--- src/rtl/intersection_phase_scheduler.sv ---
// Two-road intersection sequencer with a pedestrian phase. A prescaler
// divides CLOCK_50 down to a 1 s tick that drives a per-phase countdown.
module intersection_phase_scheduler #(
    parameter int TICK_DIV  = 50000000,
    parameter int T_GREEN_A = 15,
    parameter int T_GREEN_B = 10,
    parameter int T_YELLOW  = 5,
    parameter int T_ALLRED  = 1,
    parameter int T_WALK    = 8
) (
    input  logic       CLOCK_50,
    input  logic       rst,
    input  logic       ped_req,
    input  logic       car_b,
    input  logic       hold,
    output logic [2:0] lamps_a,
    output logic [2:0] lamps_b,
    output logic       walk,
    output logic       ped_ack,
    output logic [3:0] cnt_tens,
    output logic [3:0] cnt_ones,
    output logic [2:0] phase,
    output logic       tick
);

    typedef enum logic [2:0] {
        A_GREEN  = 3'd0,
        A_YELLOW = 3'd1,
        ALLRED_1 = 3'd2,
        B_GREEN  = 3'd3,
        B_YELLOW = 3'd4,
        ALLRED_2 = 3'd5,
        PED_WALK = 3'd6
    } state_t;

    localparam logic [25:0] PRESC_MAX = 26'(TICK_DIV - 1);
    localparam logic [6:0]  D_GA = 7'(T_GREEN_A);
    localparam logic [6:0]  D_GB = 7'(T_GREEN_B);
    localparam logic [6:0]  D_Y  = 7'(T_YELLOW);
    localparam logic [6:0]  D_AR = 7'(T_ALLRED);
    localparam logic [6:0]  D_W  = 7'(T_WALK);

    localparam logic [2:0] LAMP_R = 3'b100;
    localparam logic [2:0] LAMP_Y = 3'b010;
    localparam logic [2:0] LAMP_G = 3'b001;

    state_t      r_state;
    logic [6:0]  r_count;
    logic [25:0] r_presc;
    logic        r_tick;
    logic        r_ped_pending;
    logic        r_ped_ack;
    logic [2:0]  r_lamps_a;
    logic [2:0]  r_lamps_b;
    logic        r_walk;

    state_t      w_next_state;
    logic [6:0]  w_next_count;
    logic        w_demand;
    logic        w_enter_walk;
    logic [6:0]  w_lamp_bits;

    // Duration loaded on entry to each state.
    function automatic logic [6:0] dur_of(input state_t s);
        case (s)
            A_GREEN:  dur_of = D_GA;
            A_YELLOW: dur_of = D_Y;
            ALLRED_1: dur_of = D_AR;
            B_GREEN:  dur_of = D_GB;
            B_YELLOW: dur_of = D_Y;
            ALLRED_2: dur_of = D_AR;
            PED_WALK: dur_of = D_W;
            default:  dur_of = D_GA;
        endcase
    endfunction

    // Successor when the countdown of a state expires; pedestrians beat car_b.
    function automatic state_t succ_of(input state_t s, input logic ped);
        case (s)
            A_GREEN:  succ_of = A_YELLOW;
            A_YELLOW: succ_of = ALLRED_1;
            ALLRED_1: succ_of = ped ? PED_WALK : B_GREEN;
            B_GREEN:  succ_of = B_YELLOW;
            B_YELLOW: succ_of = ALLRED_2;
            PED_WALK: succ_of = ALLRED_2;
            default:  succ_of = A_GREEN;
        endcase
    endfunction

    // Packed as {lamps_a, lamps_b, walk}.
    function automatic logic [6:0] lamps_of(input state_t s);
        case (s)
            A_GREEN:  lamps_of = {LAMP_G, LAMP_R, 1'b0};
            A_YELLOW: lamps_of = {LAMP_Y, LAMP_R, 1'b0};
            B_GREEN:  lamps_of = {LAMP_R, LAMP_G, 1'b0};
            B_YELLOW: lamps_of = {LAMP_R, LAMP_Y, 1'b0};
            PED_WALK: lamps_of = {LAMP_R, LAMP_R, 1'b1};
            default:  lamps_of = {LAMP_R, LAMP_R, 1'b0};
        endcase
    endfunction

    assign w_demand = car_b | r_ped_pending;

    always_comb begin
        w_next_state = r_state;
        w_next_count = r_count;
        case (r_state)
            A_GREEN: begin
                if (r_tick) begin
                    if (r_count > 7'd1) begin
                        w_next_count = r_count - 7'd1;
                    end else if (w_demand) begin
                        w_next_state = A_YELLOW;
                        w_next_count = D_Y;
                    end else begin
                        w_next_count = 7'd0;
                    end
                end
            end
            A_YELLOW, ALLRED_1, B_GREEN, B_YELLOW, ALLRED_2, PED_WALK: begin
                if (r_tick) begin
                    if (r_count > 7'd1) begin
                        w_next_count = r_count - 7'd1;
                    end else begin
                        w_next_state = succ_of(r_state, r_ped_pending);
                        w_next_count = dur_of(succ_of(r_state, r_ped_pending));
                    end
                end
            end
            default: begin
                w_next_state = A_GREEN;
                w_next_count = D_GA;
            end
        endcase
    end

    assign w_enter_walk = (w_next_state == PED_WALK) && (r_state != PED_WALK);
    assign w_lamp_bits  = lamps_of(w_next_state);

    always_ff @(posedge CLOCK_50 or posedge rst) begin
        if (rst) begin
            r_presc <= 26'd0;
            r_tick  <= 1'b0;
        end else if (hold) begin
            r_tick  <= 1'b0;
        end else begin
            r_tick  <= (r_presc == PRESC_MAX);
            r_presc <= (r_presc == PRESC_MAX) ? 26'd0 : r_presc + 26'd1;
        end
    end

    // Lamps are registered from the next-state decode so they move with phase.
    always_ff @(posedge CLOCK_50 or posedge rst) begin
        if (rst) begin
            r_state       <= A_GREEN;
            r_count       <= D_GA;
            r_ped_pending <= 1'b0;
            r_ped_ack     <= 1'b0;
            r_lamps_a     <= LAMP_G;
            r_lamps_b     <= LAMP_R;
            r_walk        <= 1'b0;
        end else begin
            r_state       <= w_next_state;
            r_count       <= w_next_count;
            r_ped_pending <= w_enter_walk ? 1'b0 : (r_ped_pending | ped_req);
            r_ped_ack     <= w_enter_walk;
            r_lamps_a     <= w_lamp_bits[6:4];
            r_lamps_b     <= w_lamp_bits[3:1];
            r_walk        <= w_lamp_bits[0];
        end
    end

    assign lamps_a  = r_lamps_a;
    assign lamps_b  = r_lamps_b;
    assign walk     = r_walk;
    assign ped_ack  = r_ped_ack;
    assign phase    = r_state;
    assign tick     = r_tick;
    assign cnt_tens = 4'(r_count / 7'd10);
    assign cnt_ones = 4'(r_count % 7'd10);

endmodule

--- config.mk ---
export PLATFORM = sky130hd
export DESIGN_NAME = intersection_phase_scheduler
export DESIGN_NICKNAME = d
export VERILOG_FILES = /design/src/rtl/intersection_phase_scheduler.sv
export SDC_FILE = /design/constraint.sdc
export NUM_CORES = 1
export LEC_CHECK = 0
export CORE_ASPECT_RATIO = 0.5
export CORE_UTILIZATION = 43
export CTS_BUF_LIST = sky130_fd_sc_hd__clkbuf_8
export DETAILED_ROUTE_END_ITERATION = 16
export SLEW_MARGIN = 0
export SYNTH_ARGS = -nofsm -noshare
export SYNTH_HDL_FRONTEND = slang
export SYNTH_SLANG_ARGS = --single-unit
--- constraint.sdc ---
create_clock -name CLOCK_50 -period 4.1 [get_ports CLOCK_50]
set_clock_uncertainty 0.15 [all_clocks]
set_input_delay 0.82 -clock CLOCK_50 [delete_from_list [all_inputs] [get_ports CLOCK_50]]
set_output_delay 0.82 -clock CLOCK_50 [all_outputs]
set_load 0.01 [all_outputs]
# --- Word-level counts from Yosys, hierarchy flattened ---
# Cells that the tools add are included.
word_totals:
  regBits: 46
  input_bits: 5
  output_inout_bits: 20
  word_cells: 67
classes:
  n_addsub: 2
  n_div: 2
  magnitude_cmp: 1
  eq_ne: 20
  mux: 23
  bitwise: 2
  n_reduce_logical: 8
ops:
  columns: ["operator", "n"]
  rows:
  - ["case mux 7 bit (5 select lines)", 1]
  - ["two-way mux 3 bit", 10]
  - ["two-way mux 7 bit", 4]
  - ["adder 26 x 1 -> 26 bit, second input constant", 1]
  - ["== test 26 bit, second input constant", 1]
  - ["two-way mux 26 bit", 1]
  - ["== test 3 bit, second input constant", 8]
  - ["case mux 4 bit (4 select lines)", 1]
  - ["== test 3 x 2 -> 1 bit, second input constant", 5]
  - ["case mux 3 bit (5 select lines)", 1]
  - ["case mux 7 bit (2 select lines)", 1]
  - ["case mux 3 bit (4 select lines)", 1]
  - ["== test 3 x 1 -> 1 bit, second input constant", 3]
  - ["divider 7 x 4 -> 7 bit, second input constant", 1]
  - ["> comparator 7 x 1 -> 1 bit, second input constant", 1]
  - ["remainder unit 7 x 4 -> 7 bit, second input constant", 1]
  - ["subtractor 7 x 1 -> 7 bit, second input constant", 1]
  - ["zero test 3 bit", 2]
  - ["case mux 3 bit (2 select lines)", 1]
  - ["OR reduction 2 bit", 3]
  - ["OR reduction 6 bit", 1]
  - ["!= test 2 bit, second input constant", 2]
  - ["!= test 3 bit, second input constant", 1]
  - ["two-way mux 1 bit", 2]
  - ["3 further kinds", 4]

# --- Longest topological paths before layout ---
depth:
  depth_word: 12
  ltp_mapped: 12
  mapped_depth_nobuf: 10

# --- Worst setup path after synthesis ---
# Ideal clock, no wire load.
synth_path:
  kind: "reg-to-output"
  from: "register r_count[2]"
  to: "output cnt_ones[2]"
  arrival_ns: 2.739
  required_time_ns: 3.130
  setup_slack_ns: 0.391
  stages_incl_launch_ff: 12
  path_buffers: 1
  cell_sequence: "dfstp_2 > clkbuf_1 > nor2_1 > a21oi_1 > o2bb2ai_1 > a221oi_1 > ha_1 > nor2b_1 > o221ai_1 > a311oi_1 > o31a_1 > mux2i_1"
synth_via:
  elab_chain_cells: 1
synth_lines:
  columns: ["element", "line", "text"]
  rows:
  - ["start, declared", "48", "logic [6:0] r_count;"]
  - ["start signal, assigned", "164", "r_count <= w_next_count;"]
  - ["remainder unit 7 x 4 -> 7 bit", "180", "assign cnt_ones = 4'(r_count % 7'd10);"]
  - ["end, declared", "21", "output logic [3:0] cnt_ones,"]
# No other way between the ends.

# --- Worst setup path in the final report ---
layout_path:
  from: "register r_count[2]"
  to: "output cnt_ones[3]"
# Same word-level chain as after synthesis.

==> flow_metrics.py <==
metrics = {
    "placed_design": {
        "dp_cells": 439,
        "place_congestion": 0.8269,
        "pre_cts_ws_ns": -0.03037,
        "dpl.hpwl_mm": 4.280,
        "placed_cell_area_um2": 3236,
        "io_buffers": 24,
    },
    "timing": {
        "fin_crit_sh": 0.9944,
        "max_slew_margin": 0.2687,
        "worst_pin_slew_ns": 1.089,
        "finalHoldViolCount": 0,
        "fin_ws_ns": 0.02303,
        "slew_violations": 0,
        "period_needed_ns": 4.077,
        "rsz0062_at_grt": "true",
        "setup_viol": 0,
        "fmax_ghz": 0.2453,
        "setup_tns_ns": 0,
    },
    "yosys": {
        "synth_edf_count": 0,
        "syn-num-nets": 347,
        "netlist.area_leader.share": 0.3465,
        "syn_avg_cell_area_um2": 8.598,
        "yosysWarnings": 0,
        "synthArstFlopShare": 1.000,
        "synth_mux_area_frac": 0.01776,
        "synth_largest_area_cell": "dfrtp_1",
        "synth_top_family_by_area": "simple AND/OR/NAND/NOR gates",
        "synth_compound_area_frac": 0.1442,
        "ys_seq_area_frac": 0.4010,
        "synth.top_cells.by_area": "dfrtp_1, nor2_1, dfstp_2",
        "synthCells": 336,
        "yosys.area_share.simple": 0.2642,
        "synthXorXnorAreaFrac": 0.08489,
        "syn_area_um2": 2889,
        "synth_ff_type": "dfrtp_1",
        "yosys_register_bits": 46,
        "synth.distinct_cells": 57,
        "synth_fa_ha_area_frac": 0.02945,
    },
    "route": {
        "drtAntennaViolNets": 0,
        "vias": 2456,
        "post-route-drc-count": 0,
        "wl_per_cell_um": 13.56,
        "drtPass1Iterations": 4,
        "wirelength_mm": 6.130,
        "vias_per_cell": 5.434,
        "drt_iter0_markers": 133,
    },
    "setup_path": {
        "crit_end": "cnt_ones[3]",
        "rr_endpoint": "r_count[5]",
        "r2r_slack_ns": 1.27,
        "cp-end-kind": "output pin",
        "startpoint_type": "register",
        "crit_start": "r_count[2]",
        "path_class": "reg -> out",
        "crit_required_ns": 3.13,
        "rr_worst_depth": 6,
        "worstPathArrival_ns": 3.11,
        "r2r-start": "r_count[4]",
        "cp_max_fo": 12,
    },
    "grt": {
        "grt_pass1_wl_mm": 10.17,
        "grt_pass1_vias": 2248,
        "grt.total_usage": 0.1808,
        "overflow": 0,
        "antenna_found_initial": 0,
        "grt_max_degree": 47,
    },
    "layout": {
        "finalNetCount": 374,
        "finalInstanceArea_um2": 3413,
        "instances_no_fill": 452,
        "final_common_cell": "nor2_1",
        "n_antenna_cell": 0,
        "mostFrequentLayoutCells": "nor2_1, dfrtp_1, nand2_1",
        "drive_gt1_frac": 0.1319,
        "synthToLayoutAreaGrowth_pct": 18.15,
    },
    "run_status": {
        "status": "completed",
    },
    "pwr": {
        "powerDensity_nw_per_um2": 272.1,
        "leakagePower_nw": 1.454,
        "ir_drop_mv": 0.1893,
    },
    "cts": {
        "insertion_delay_ns": 0.30,
        "clockBufferDepth": 2,
        "h-tree-depth": 2,
        "cts.clk_slew.worst_paths_ns": 0.08,
        "cts-root-buf": "clkbuf_8",
        "cts_tree": "yes",
        "cts_made_buffers": 5,
        "cts.sinks": 46,
    },
    "floorplanning": {
        "die_h_um": 59.96,
        "rows": 20,
        "io-pin-count": 25,
        "die_area_um2": 7070,
        "start_util": 0.4600,
        "core-area_um2": 6281,
        "dieWidth_um": 117.9,
    },
    "worst_hold_path": {
        "hold_class": "reg -> reg",
    },
    "job": {
        "maxCapViolCount": 0,
    },
}
[registers in the layout (all words and copies together), names as in the netlist]
signal	flops
phase	3
r_presc	26
r_count	7
lamps_a	3
walk	1
tick	1
lamps_b	3
ped_ack	1
r_ped_pending	1
[kinds of logic (layout without fill, tap and decap cells)]
family / count (synthesis) / after routing
AOI/OAI and AO/OA: 64 / 64
and+or+nand+nor: 149 / 149
adders and majority gates: 7 / 7
buffers and inverters: 37 / 65
DFF: 46 / 46
xor gates and xnor gates: 28 / 28
muxes: 5 / 5
[worst max-delay path: stages (launching register included)]
cell and delay (ns):
dfstp_2 0.57, nor2_1 0.08, a21oi_1 0.19, o2bb2ai_2 0.08, a221oi_2 0.25, ha_2 0.24, buf_6 0.14, mux2i_1 0.20
a211oi_1 0.10, a311oi_1 0.26, a311o_1 0.16, clkdlybuf4s50_1 0.53
[report_power, final]
part	leakage, nW	internal [W]	switching, W
Sequential	0.589	0.000488	0.0000345
Clock	0.0575	0.000170	0.000153
Combinational	0.808	0.0000404	0.0000427
Total	1.45	0.000698	0.000230
[layout make-up]
class	count	area, µm²
fill	574	2868
multi-input combinational	253	1592
sequential	46	1159
timing repair buffer	45	397.9
clock buffer	8	110.1
tap	88	110.1
inverter	12	45.04
[per-stage QoR]
| stage | power [W] | utilization | hold slack [ns] |
|---|---|---|---|
| 2_1_floorplan | 0.0005917 | - | 0.2954 |
| 3_3_place_gp | 0.0006111 | 0.5151 | 0.3144 |
| 3_5_place_dp | 0.0006158 | 0.5151 | 0.3235 |
| 4_1_cts | 0.0009413 | 0.5386 | 0.3446 |
| 5_1_grt | 0.0009803 | 0.5434 | 0.3579 |
| 6_report | 0.0009286 | 0.5434 | 0.3367 |
[metal layers]
| metal | vias up | part of all wire | GRT usage |
|---|---|---|---|
| li1 | 1232 | - | - |
| met1 | 1170 | 0.48 | 0.2144 |
| met2 | 47 | 0.48 | 0.3370 |
| met3 | 7 | 0.033 | 0.03626 |
| met4 | 0 | 0.0095 | 0.06227 |
| met5 | - | 0 | 0 |
[cell usage after synthesis, types with 4 or more instances]
cell / number
nand2b_1: 8
xnor2_1: 15
inv_1: 12
clkbuf_1: 18
o21ai_0: 16
a21oi_1: 18
nor3_1: 15
and3_1: 5
nand4_1: 4
nor2_1: 43
mux2i_1: 4
dfstp_2: 6
o22ai_1: 4
xor2_1: 13
ha_1: 6
dfrtp_1: 40
nand3_1: 19
nand2_1: 25
[worst min-delay path by stage]
stage               startpoint    endpoint  slack [ns]  cells after the start
finish              r_presc[8]  r_presc[8]        0.34                      1
global route        r_presc[8]  r_presc[8]        0.36                      1
CTS                 r_presc[4]  r_presc[4]        0.34                      1
detailed placement  r_presc[4]  r_presc[4]        0.32                      1
global placement    r_presc[4]  r_presc[4]        0.31                      1
floorplan           r_presc[4]  r_presc[4]        0.30                      1
[what timing repair did]
action	4_1_cts	5_1_grt
pin swaps	5	6
hold buffers	0	0
resized for setup	8	3
setup buffers	3	2
endpoints found under the setup margin	4	4
No activity file was read; power rests on OpenSTA's default activity.
